## config.mk

```make
export PLATFORM = sky130hd
export DESIGN_NAME = reg_scoreboard_ctrl_flat
export DESIGN_NICKNAME = d
export VERILOG_FILES = /design/src/rtl/core_regfile_pkg.sv /design/src/rtl/reg_scoreboard_ctrl_if.sv /design/src/rtl/wb_rr_arbiter2.sv /design/src/rtl/reg_scoreboard_ctrl.sv /design/src/flat_wrapper.sv
export SDC_FILE = /design/constraint.sdc
export NUM_CORES = 1
export LEC_CHECK = 0
export ABC_AREA = 1
export ABC_CLOCK_PERIOD_IN_PS = 7300
export CAP_MARGIN = 10
export CORE_UTILIZATION = 50
export CTS_CLUSTER_SIZE = 24
export DETAILED_ROUTE_END_ITERATION = 8
export GPL_TIMING_DRIVEN = 0
export PLACE_DENSITY_LB_ADDON = 0.3
export SYNTH_ARGS = -nofsm -noshare
export SYNTH_HDL_FRONTEND = slang
export SYNTH_SLANG_ARGS = --single-unit
```

## constraint.sdc

```tcl
create_clock -name clk -period 7.3 [get_ports clk]
set_clock_uncertainty 0.05 [all_clocks]
set_input_delay 1.46 -clock clk [delete_from_list [all_inputs] [get_ports clk]]
set_output_delay 1.46 -clock clk [all_outputs]
set_load 0.005 [all_outputs]
```

## src/rtl/core_regfile_pkg.sv

```systemverilog
// Shared constants and types for the decode-stage register file controller.
package core_regfile_pkg;

  localparam int unsigned NREG = 32;
  localparam int unsigned AW   = $clog2(NREG);
  localparam int unsigned DW   = 32;
  localparam int unsigned CW   = AW + 1;

  localparam int unsigned WB_ALU = 0;
  localparam int unsigned WB_MEM = 1;

  typedef logic [AW-1:0] reg_addr_t;
  typedef logic [DW-1:0] reg_data_t;

  typedef struct packed {
    logic      valid;
    reg_addr_t addr;
    reg_data_t data;
  } wb_req_t;

  function automatic logic [CW-1:0] popcount(input logic [NREG-1:0] v);
    logic [CW-1:0] c;
    c = '0;
    for (int i = 0; i < NREG; i++) c = c + CW'(v[i]);
    return c;
  endfunction

endpackage

```

## src/rtl/reg_scoreboard_ctrl_if.sv

```systemverilog
// Decode, writeback and register-file write-port signals of the scoreboard controller.
interface reg_scoreboard_ctrl_if;
  import core_regfile_pkg::*;

  logic          issue_req;
  reg_addr_t     src1_addr;
  reg_addr_t     src2_addr;
  reg_addr_t     dst_addr;
  logic          dst_valid;
  logic          stall_flag;

  logic          wb0_valid;
  reg_addr_t     wb0_addr;
  reg_data_t     wb0_data;
  logic          wb0_ready;

  logic          wb1_valid;
  reg_addr_t     wb1_addr;
  reg_data_t     wb1_data;
  logic          wb1_ready;

  logic          reg_wr;
  reg_addr_t     reg_wr_addr;
  reg_data_t     reg_wr_data;
  logic [AW:0]   pending_cnt;
  logic          wb_err;

  modport master (
    output issue_req, src1_addr, src2_addr, dst_addr, dst_valid,
    output wb0_valid, wb0_addr, wb0_data, wb1_valid, wb1_addr, wb1_data,
    input  stall_flag, wb0_ready, wb1_ready,
    input  reg_wr, reg_wr_addr, reg_wr_data, pending_cnt, wb_err
  );

  modport slave (
    input  issue_req, src1_addr, src2_addr, dst_addr, dst_valid,
    input  wb0_valid, wb0_addr, wb0_data, wb1_valid, wb1_addr, wb1_data,
    output stall_flag, wb0_ready, wb1_ready,
    output reg_wr, reg_wr_addr, reg_wr_data, pending_cnt, wb_err
  );

endinterface

```

## src/rtl/wb_rr_arbiter2.sv

```systemverilog
// Two-requester round-robin arbiter; last_q remembers the most recent winner.
module wb_rr_arbiter2
  import core_regfile_pkg::*;
(
  input  logic       clk,
  input  logic       reset,
  input  logic [1:0] valid_i,
  output logic [1:0] gnt_o_c
);

  logic last_q, last_d;

  // The requester that did not win last time takes a tie
  always_comb begin
    gnt_o_c = '0;
    last_d  = last_q;
    if (valid_i[WB_ALU] && (!valid_i[WB_MEM] || last_q == 1'(WB_MEM))) begin
      gnt_o_c[WB_ALU] = 1'b1;
      last_d          = 1'(WB_ALU);
    end else if (valid_i[WB_MEM]) begin
      gnt_o_c[WB_MEM] = 1'b1;
      last_d          = 1'(WB_MEM);
    end
  end

  always_ff @(posedge clk or negedge reset) begin
    if (!reset) last_q <= 1'(WB_MEM);
    else        last_q <= last_d;
  end

endmodule

```

## src/rtl/reg_scoreboard_ctrl.sv

```systemverilog
// Register busy scoreboard with decode stall generation and a round-robin
// arbitrated, registered register-file write port.
module reg_scoreboard_ctrl
  import core_regfile_pkg::*;
(
  input  logic                  clk,
  input  logic                  reset,
  reg_scoreboard_ctrl_if.slave  bus
);

  logic [NREG-1:0] busy_q, busy_d;
  logic            wr_q, wr_d;
  reg_addr_t       wr_addr_q, wr_addr_d;
  reg_data_t       wr_data_q, wr_data_d;
  logic            err_q, err_d;
  logic [CW-1:0]   cnt_q, cnt_d;

  logic [1:0]      gnt;
  wb_req_t         sel;
  logic            stall;
  logic            issue_ok;

  wb_rr_arbiter2 u_arb (
    .clk     (clk),
    .reset   (reset),
    .valid_i ({bus.wb1_valid, bus.wb0_valid}),
    .gnt_o_c (gnt)
  );

  // RAW and WAW hazards both stall; no forwarding path exists
  always_comb begin
    stall    = bus.issue_req &
               (busy_q[bus.src1_addr] | busy_q[bus.src2_addr] |
                (bus.dst_valid & busy_q[bus.dst_addr]));
    issue_ok = bus.issue_req & ~stall;
  end

  always_comb begin
    sel       = '0;
    wr_addr_d = wr_addr_q;
    wr_data_d = wr_data_q;
    busy_d    = busy_q;

    if (gnt[WB_ALU]) begin
      sel.valid = 1'b1;
      sel.addr  = bus.wb0_addr;
      sel.data  = bus.wb0_data;
    end else if (gnt[WB_MEM]) begin
      sel.valid = 1'b1;
      sel.addr  = bus.wb1_addr;
      sel.data  = bus.wb1_data;
    end

    // Writebacks to r0 are granted but never reach the register file
    wr_d = sel.valid && (sel.addr != '0);
    if (wr_d) begin
      wr_addr_d = sel.addr;
      wr_data_d = sel.data;
    end
    err_d = err_q | (wr_d & ~busy_q[sel.addr]);

    // Clear first so a same-edge issue to the same register wins
    if (wr_q) busy_d[wr_addr_q] = 1'b0;
    if (issue_ok && bus.dst_valid && (bus.dst_addr != '0)) busy_d[bus.dst_addr] = 1'b1;

    cnt_d = popcount(busy_d);
  end

  always_ff @(posedge clk or negedge reset) begin
    if (!reset) begin
      busy_q    <= '0;
      wr_q      <= 1'b0;
      wr_addr_q <= '0;
      wr_data_q <= '0;
      err_q     <= 1'b0;
      cnt_q     <= '0;
    end else begin
      busy_q    <= busy_d;
      wr_q      <= wr_d;
      wr_addr_q <= wr_addr_d;
      wr_data_q <= wr_data_d;
      err_q     <= err_d;
      cnt_q     <= cnt_d;
    end
  end

  assign bus.stall_flag  = stall;
  assign bus.wb0_ready   = gnt[WB_ALU];
  assign bus.wb1_ready   = gnt[WB_MEM];
  assign bus.reg_wr      = wr_q;
  assign bus.reg_wr_addr = wr_addr_q;
  assign bus.reg_wr_data = wr_data_q;
  assign bus.pending_cnt = cnt_q;
  assign bus.wb_err      = err_q;

endmodule

```

## src/flat_wrapper.sv

```systemverilog
// flat-port wrapper written by rule: the top's interface ports become plain ports
module reg_scoreboard_ctrl_flat import core_regfile_pkg::*;
  (clk, reset, bus_issue_req, bus_src1_addr, bus_src2_addr, bus_dst_addr, bus_dst_valid, bus_wb0_valid, bus_wb0_addr, bus_wb0_data, bus_wb1_valid, bus_wb1_addr, bus_wb1_data, bus_stall_flag, bus_wb0_ready, bus_wb1_ready, bus_reg_wr, bus_reg_wr_addr, bus_reg_wr_data, bus_pending_cnt, bus_wb_err);
  reg_scoreboard_ctrl_if bus_i ();
  input  logic clk;
  input  logic reset;
  input wire logic [$bits(bus_i.issue_req)-1:0] bus_issue_req;
  input wire logic [$bits(bus_i.src1_addr)-1:0] bus_src1_addr;
  input wire logic [$bits(bus_i.src2_addr)-1:0] bus_src2_addr;
  input wire logic [$bits(bus_i.dst_addr)-1:0] bus_dst_addr;
  input wire logic [$bits(bus_i.dst_valid)-1:0] bus_dst_valid;
  input wire logic [$bits(bus_i.wb0_valid)-1:0] bus_wb0_valid;
  input wire logic [$bits(bus_i.wb0_addr)-1:0] bus_wb0_addr;
  input wire logic [$bits(bus_i.wb0_data)-1:0] bus_wb0_data;
  input wire logic [$bits(bus_i.wb1_valid)-1:0] bus_wb1_valid;
  input wire logic [$bits(bus_i.wb1_addr)-1:0] bus_wb1_addr;
  input wire logic [$bits(bus_i.wb1_data)-1:0] bus_wb1_data;
  output wire logic [$bits(bus_i.stall_flag)-1:0] bus_stall_flag;
  output wire logic [$bits(bus_i.wb0_ready)-1:0] bus_wb0_ready;
  output wire logic [$bits(bus_i.wb1_ready)-1:0] bus_wb1_ready;
  output wire logic [$bits(bus_i.reg_wr)-1:0] bus_reg_wr;
  output wire logic [$bits(bus_i.reg_wr_addr)-1:0] bus_reg_wr_addr;
  output wire logic [$bits(bus_i.reg_wr_data)-1:0] bus_reg_wr_data;
  output wire logic [$bits(bus_i.pending_cnt)-1:0] bus_pending_cnt;
  output wire logic [$bits(bus_i.wb_err)-1:0] bus_wb_err;
  assign bus_i.issue_req = bus_issue_req;
  assign bus_i.src1_addr = bus_src1_addr;
  assign bus_i.src2_addr = bus_src2_addr;
  assign bus_i.dst_addr = bus_dst_addr;
  assign bus_i.dst_valid = bus_dst_valid;
  assign bus_i.wb0_valid = bus_wb0_valid;
  assign bus_i.wb0_addr = bus_wb0_addr;
  assign bus_i.wb0_data = bus_wb0_data;
  assign bus_i.wb1_valid = bus_wb1_valid;
  assign bus_i.wb1_addr = bus_wb1_addr;
  assign bus_i.wb1_data = bus_wb1_data;
  assign bus_stall_flag = bus_i.stall_flag;
  assign bus_wb0_ready = bus_i.wb0_ready;
  assign bus_wb1_ready = bus_i.wb1_ready;
  assign bus_reg_wr = bus_i.reg_wr;
  assign bus_reg_wr_addr = bus_i.reg_wr_addr;
  assign bus_reg_wr_data = bus_i.reg_wr_data;
  assign bus_pending_cnt = bus_i.pending_cnt;
  assign bus_wb_err = bus_i.wb_err;
  reg_scoreboard_ctrl u_core (.clk(clk), .reset(reset), .bus(bus_i));
endmodule
```

---- Word-level counts from Yosys, hierarchy flattened ----
Index checks and enable logic that the tools add are counted.
storage, ports and cells
  register bits after elaboration ......... 78
  bits in writable memories ............... 0
  memories kept ........................... 0
  ROM bits ................................ 0
  input bits .............................. 95
  latch bits .............................. 0
cells by class
  divide/modulo/power cells ............... 0
  $add $sub $neg .......................... 31
  shift-type cells ........................ 0
  equality and inequality tests ........... 0
  multipliers ............................. 0
  reductions and logical operators ........ 11
  muxes and demuxes ....................... 21
  $lt $le $gt $ge ......................... 7
  bitwise gates (word level) .............. 12
operators with widths
  kind                                                         number
  adder 6 x 1 -> 6 bit                                         30
  two-way mux 38 bit                                           2
  two-way mux 32 bit                                           2
  AND 32 bit                                                   1
  inverter 32 bit                                              1
  OR 32 bit                                                    1
  less-than comparator 5 x 6 -> 1 bit (second input constant)  5
  binary-select mux 1 bit (select 5 bit)                       4
  two-way mux 1 bit                                            11
  demux 1 bit (select 5 bit)                                   2
  >= comparator 5 x 1 -> 1 bit (second input constant)         2
  nonzero test 5 bit                                           2
  logical AND 1 bit                                            6
  AND 1 bit                                                    4
  OR 1 bit                                                     3
  adder 1 x 1 -> 2 bit                                         1
  inverter 1 bit                                               2
  nonzero test 2 bit                                           1
  logical NOT 1 bit                                            1
  logical OR 1 bit                                             1

---- Logic depth before layout (Yosys ltp) ----
  depth after elaboration ................. 41
  depth in mapped cells ................... 32
  gate-level depth less buffers ........... 30

---- By module ----
A second synthesis with hierarchy kept.
unflattened totals
  cells, all modules ...................... 796
  area, all modules ....................... 5909.4 sq um
modules (own cells, without submodules)
  module               area an instance (sq um)  instances  cells each  sequential area each (sq um)
  reg_scoreboard_ctrl  5855.6                    1          790         1926.8
  wb_rr_arbiter2       53.8                      1          6           26.3

---- Worst setup path before layout ----
OpenSTA, ideal clock, no wires.
  kind .................................... in2reg
  from .................................... input bus_dst_addr[1]
  to ...................................... register u_core.cnt_q[4], in the netlist u_core.bus.pending_cnt[4]
  library setup time ...................... 0.121 ns
  required time ........................... 7.129 ns
  stages .................................. 26
  slack ................................... 0.224 ns
  arrival time ............................ 6.905 ns
  cell sequence ........................... buf_2 > inv_2 > nor2_4 > a21oi_1 > nand2_1 > nand2_1 > nand2_1 > nor2_1 > nand2_1 > nand2_2 > nand4_4 > o21ai_0 > ha_1 > inv_1 > fa_1 > fa_1 > fa_1 > fa_1 > fa_1 > fa_1 > inv_1 > fa_1 > inv_1 > fa_1 > o21a_1 > xor2_1
between the ends
  longest elaborated chain between the ends .. 41
ends and longest elaborated chain
  item                                     line                       source
  start, declared                          flat_wrapper.sv:10         input wire logic [$bits(bus_i.dst_addr)-1:0] bus_dst_addr;
  binary-select mux 1 bit (select 5 bit)   reg_scoreboard_ctrl.sv:34  (bus.dst_valid & busy_q[bus.dst_addr]));
  two-way mux 1 bit (implied by the code)  reg_scoreboard_ctrl.sv:34
  AND 1 bit                                reg_scoreboard_ctrl.sv:34
  OR 1 bit                                 reg_scoreboard_ctrl.sv:33  (busy_q[bus.src1_addr] | busy_q[bus.src2_addr] |
  AND 1 bit                                reg_scoreboard_ctrl.sv:32  stall = bus.issue_req &
  inverter 1 bit                           reg_scoreboard_ctrl.sv:35  issue_ok = bus.issue_req & ~stall;
  AND 1 bit                                reg_scoreboard_ctrl.sv:35
  logical AND 1 bit (2 in series)          reg_scoreboard_ctrl.sv:64  if (issue_ok && bus.dst_valid && (bus.dst_addr != '0)) busy_d[bus.dst_addr] = 1'b1;
  two-way mux 32 bit *                     reg_scoreboard_ctrl.sv:64
  named net u_core.busy_d[1]               reg_scoreboard_ctrl.sv:11  logic [NREG-1:0] busy_q, busy_d;
  adder 1 x 1 -> 2 bit *                   core_regfile_pkg.sv:24     for (int i = 0; i < NREG; i++) c = c + CW'(v[i]);
  adder 6 x 1 -> 6 bit * (30 in series)    core_regfile_pkg.sv:24
  named net u_core.cnt_d[4]                reg_scoreboard_ctrl.sv:16  logic [CW-1:0] cnt_q, cnt_d;
  end signal, assigned                     reg_scoreboard_ctrl.sv:83  cnt_q <= cnt_d;
  end, declared                            reg_scoreboard_ctrl.sv:16
Mark *: on every way through the listed nets, which the timed path passes. The rest lies on a longest branch. The select of a mux whose other input is x is not followed.
A chain may end at the register's enable or synchronous reset.

---- Worst setup path after layout ----
  from .................................... input bus_dst_addr[1]
  to ...................................... register u_core.cnt_q[4], in the netlist u_core.bus.pending_cnt[4]
between the ends
  longest elaborated chain between the ends .. 41
ends and longest elaborated chain
  item                                     line
  binary-select mux 1 bit (select 5 bit)   reg_scoreboard_ctrl.sv:34
  two-way mux 1 bit (implied by the code)  reg_scoreboard_ctrl.sv:34
  AND 1 bit                                reg_scoreboard_ctrl.sv:34
  OR 1 bit                                 reg_scoreboard_ctrl.sv:33
  AND 1 bit                                reg_scoreboard_ctrl.sv:32
  inverter 1 bit                           reg_scoreboard_ctrl.sv:35
  AND 1 bit                                reg_scoreboard_ctrl.sv:35
  logical AND 1 bit (2 in series)          reg_scoreboard_ctrl.sv:64
  two-way mux 32 bit *                     reg_scoreboard_ctrl.sv:64
  adder 1 x 1 -> 2 bit                     core_regfile_pkg.sv:24
  adder 6 x 1 -> 6 bit (29 in series)      core_regfile_pkg.sv:24
  adder 6 x 1 -> 6 bit *                   core_regfile_pkg.sv:24
  named net u_core.cnt_d[4]                reg_scoreboard_ctrl.sv:16
Marks and branches as above.

==> results.ini <==
[outcome]
outcome=complete, but fails checks
violations=DRC

[power_and_ir_drop]
netSwitchingPower_w=0.000977
p_sw_frac=0.410
max-vdd-ir-drop_mv=0.843
power.leakage_nw=3.71
p_seq_frac=0.252
comb_power_share=0.542
power.total_w=0.00238
pwr-share-clk=0.206
internal_power_w=0.00141
cellPowerDensity_mw_per_mm2=298

[timing]
rsz0062_at_grt=true
worst_slack_ns=0.186
min_period_ns=7.11
maxSlewViolCount=0
hold_violations=0
setup_viol=0
worstMarginPinSlew_ns=1.28
period_share=0.975
slew_headroom=0.143
fmax_ghz=0.141

[logic_synthesis]
synth-seq-cells=78
synth.cell_area_sq_mm=0.00595
synthSimpleGateAreaFrac=0.324
synthXorXnorAreaFrac=0.00442
synthTopCellsByCount=245 x nand2_1, 111 x inv_1, 102 x nor2_1
synth_fa_ha_area_frac=0.0976
synthMuxAreaShare=0
yosys.area.top_type=dfrtp_1
ys_async_sr_fraction=1.00
syn_nets=980
synth.top_cell.area_share=0.324
yosysMostFrequentCell=nand2_1
ys.flop_type=dfrtp_1
ys_seq_area_frac=0.328
synthTopCellsByArea=dfrtp_1 32%, nand2_1 15%, fa_1 8.1%
synth_edf_count=0
avgSynthCellArea_sq_um=6.97
synth-compound-area-share=0.134
yosysWarningCount=0
ys_types=35
syn_inst=853
synth_top_family_by_area=simple AND/OR/NAND/NOR gates

[detailed_routing]
via_count=6368
drc=8
wl_per_cell_um=17.4
antenna_left=0
drt_first_pass_iters=7
viasPerCell=5.50
wirelength_um=20100
drtIter0Drc=652

[setup_path]
cp_slowest_cell=fa_1
crit_path_end=u_core.bus.pending_cnt[4]
critical_path_class=input port to flop
r2r-end=u_core.bus.pending_cnt[4]
cp.required_ns=7.48
rr_startpoint=u_core.bus.reg_wr_addr[0]
crit_fanout=10
cp-start-kind=input port
crit_path_end_kind=flop
reg2regPathDepth=19
r2r_slack_ns=0.88
crit_top_cell=fa_1
critPathMaxStageDelay_ns=0.54
crit_path_start=bus_dst_addr[1]
worstPathArrival_ns=7.30

[cts]
root_buffer=clkbuf_16
cts.path.max_buffers=2
h-tree-depth=3
cts_made_buffers=9
path_clk_slew_ns=0.06
cts_tree=built
clkSinkCount=78
clk_latency_ns=0.35

[global_routing]
grt_pass1_vias=6103
grt_first_pass_wirelength_um=32000
grt_max_degree=50
overflow=0
grt_usage=0.339
antenna_found_initial=0

[finish]
diodes=0
drive_gt1_frac=0.0936
nets=1137
area_delta_synth_final_pct=34.6
fillers=1000
fin_util=0.695

[die]
start_util=0.517
std_cell_rows=39
die-area_sq_mm=0.0123
core_sq_mm=0.0115
io_pins=143
die_h_um=111
die_w_um=111

[run]
cap_violations=0

[hold_path]
hp-class=flop to flop

[placement]
place_worst_setup_slack_ns=-0.867
gp_congestion=0.954
dp_hpwl_um=15600
portBuffers=136

-- final cells by class --
type | instances | area, sq um | share of cell area
timing repair buffer | 146 | 1460 | 0.182
clock buffer | 9 | 225 | 0.0281
multi-input combinational | 624 | 3410 | 0.426
inverter | 119 | 455 | 0.0569
clock inverter | 7 | 95.1 | 0.0119
sequential | 78 | 1950 | 0.244
buffer | 32 | 228 | 0.0284
tap | 143 | 179 | 0.0223
-- cell usage in the layout, fill, tap and decap left out, types with 2 or more instances in the layout --
cell             netlist  final
nand2_1              245    244
clkdlybuf4s50_1        0    130
inv_1                111    106
nor2_1               102    102
nand3_1               86     86
dfrtp_1               77     77
a31oi_1               33     32
a21oi_1               31     31
o21bai_1              23     23
fa_1                  24     23
o21ai_0               21     20
buf_4                  6     13
nor3_1                18     12
buf_2                 12     11
inv_2                  8     11
clkbuf_16              0     10
buf_6                  8      9
ha_1                   8      8
o211ai_1               7      7
clkbuf_1               6      6
nor3_4                 0      5
nand2_2                5      5
o21ai_1                4      4
nor3_2                 2      3
o21ai_2                2      3
clkbuf_2               0      3
clkinvlp_4             0      2
xor2_1                 2      2
clkinv_2               0      2
bufinv_16              0      2
inv_6                  0      2
-- metal layers --
metal  wire, um  track usage
met4        661        0.162
met1       8280        0.462
met3       1870       0.0569
met2       9320        0.527
met5          0            0
-- registers in the layout, indices dropped and copies added (netlist names) --
register	cells
u_core.bus.reg_wr	1
u_core.bus.wb_err	1
u_core.u_arb.last_q	1
u_core.busy_q	32
u_core.bus.reg_wr_data	32
u_core.bus.pending_cnt	6
u_core.bus.reg_wr_addr	5
-- worst min-delay path by stage --
stage,from,end,cells after the start
finish,u_core.bus.wb_err,u_core.bus.wb_err,2
global route,u_core.bus.wb_err,u_core.bus.wb_err,2
CTS,u_core.bus.wb_err,u_core.bus.wb_err,2
detailed placement,u_core.bus.wb_err,u_core.bus.wb_err,2
global placement,u_core.bus.wb_err,u_core.bus.wb_err,2
floorplan,u_core.bus.wb_err,u_core.bus.wb_err,2
-- worst max-delay path, delay by kind of cell --
| kind | cells | cell delay (ns) |
|---|---|---|
| fa+ha+maj | 8 | 3.52 |
| buf+inv | 8 | 0.91 |
| simple gates | 10 | 0.90 |
| compound gates | 2 | 0.36 |
| xor+xnor | 1 | 0.14 |
-- cell families (layout without fill, tap and decap cells) --
group	Yosys count	in the layout
DFF	78	78
adders and majority gates	32	32
AOI/OAI and AO/OA	127	127
xor gates and xnor gates	3	3
and+or+nand+nor	462	462
buffers and inverters	151	313
-- metrics by stage --
stage / hold slack [ns] / area (sq um) / TNS [ns] / cells
finish: 0.446 / 8010 / 0 / 1158
global route: 0.479 / 8010 / -0.0287 / 1158
CTS: 0.442 / 7910 / 0 / 1151
detailed placement: 0.426 / 7510 / -4.00 / 1133
global placement: 0.418 / 7490 / -3.81 / 1132
floorplan: 0.423 / 5950 / 0 / 853
-- timing repair --
item / 4_1_cts / 5_1_grt
endpoints found under the setup margin: 6 / 5
gates cloned: 0 / 1
gates resized for setup: 21 / 18
pin swaps: 1 / 12
buffers inserted: 2 / 6
hold buffers: 0 / 0
-- power groups by stage --
stage	Combinational (W)	Sequential, W	Clock (W)
final	0.00129	0.000601	0.000490
after global routing	0.00147	0.000609	0.000510
after CTS	0.00126	0.000597	0.000494
after detailed placement	0.00124	0.000604	0
after global placement	0.00122	0.000602	0
after floorplan	0.000844	0.000587	0
Power figures use the tool's default switching activity.
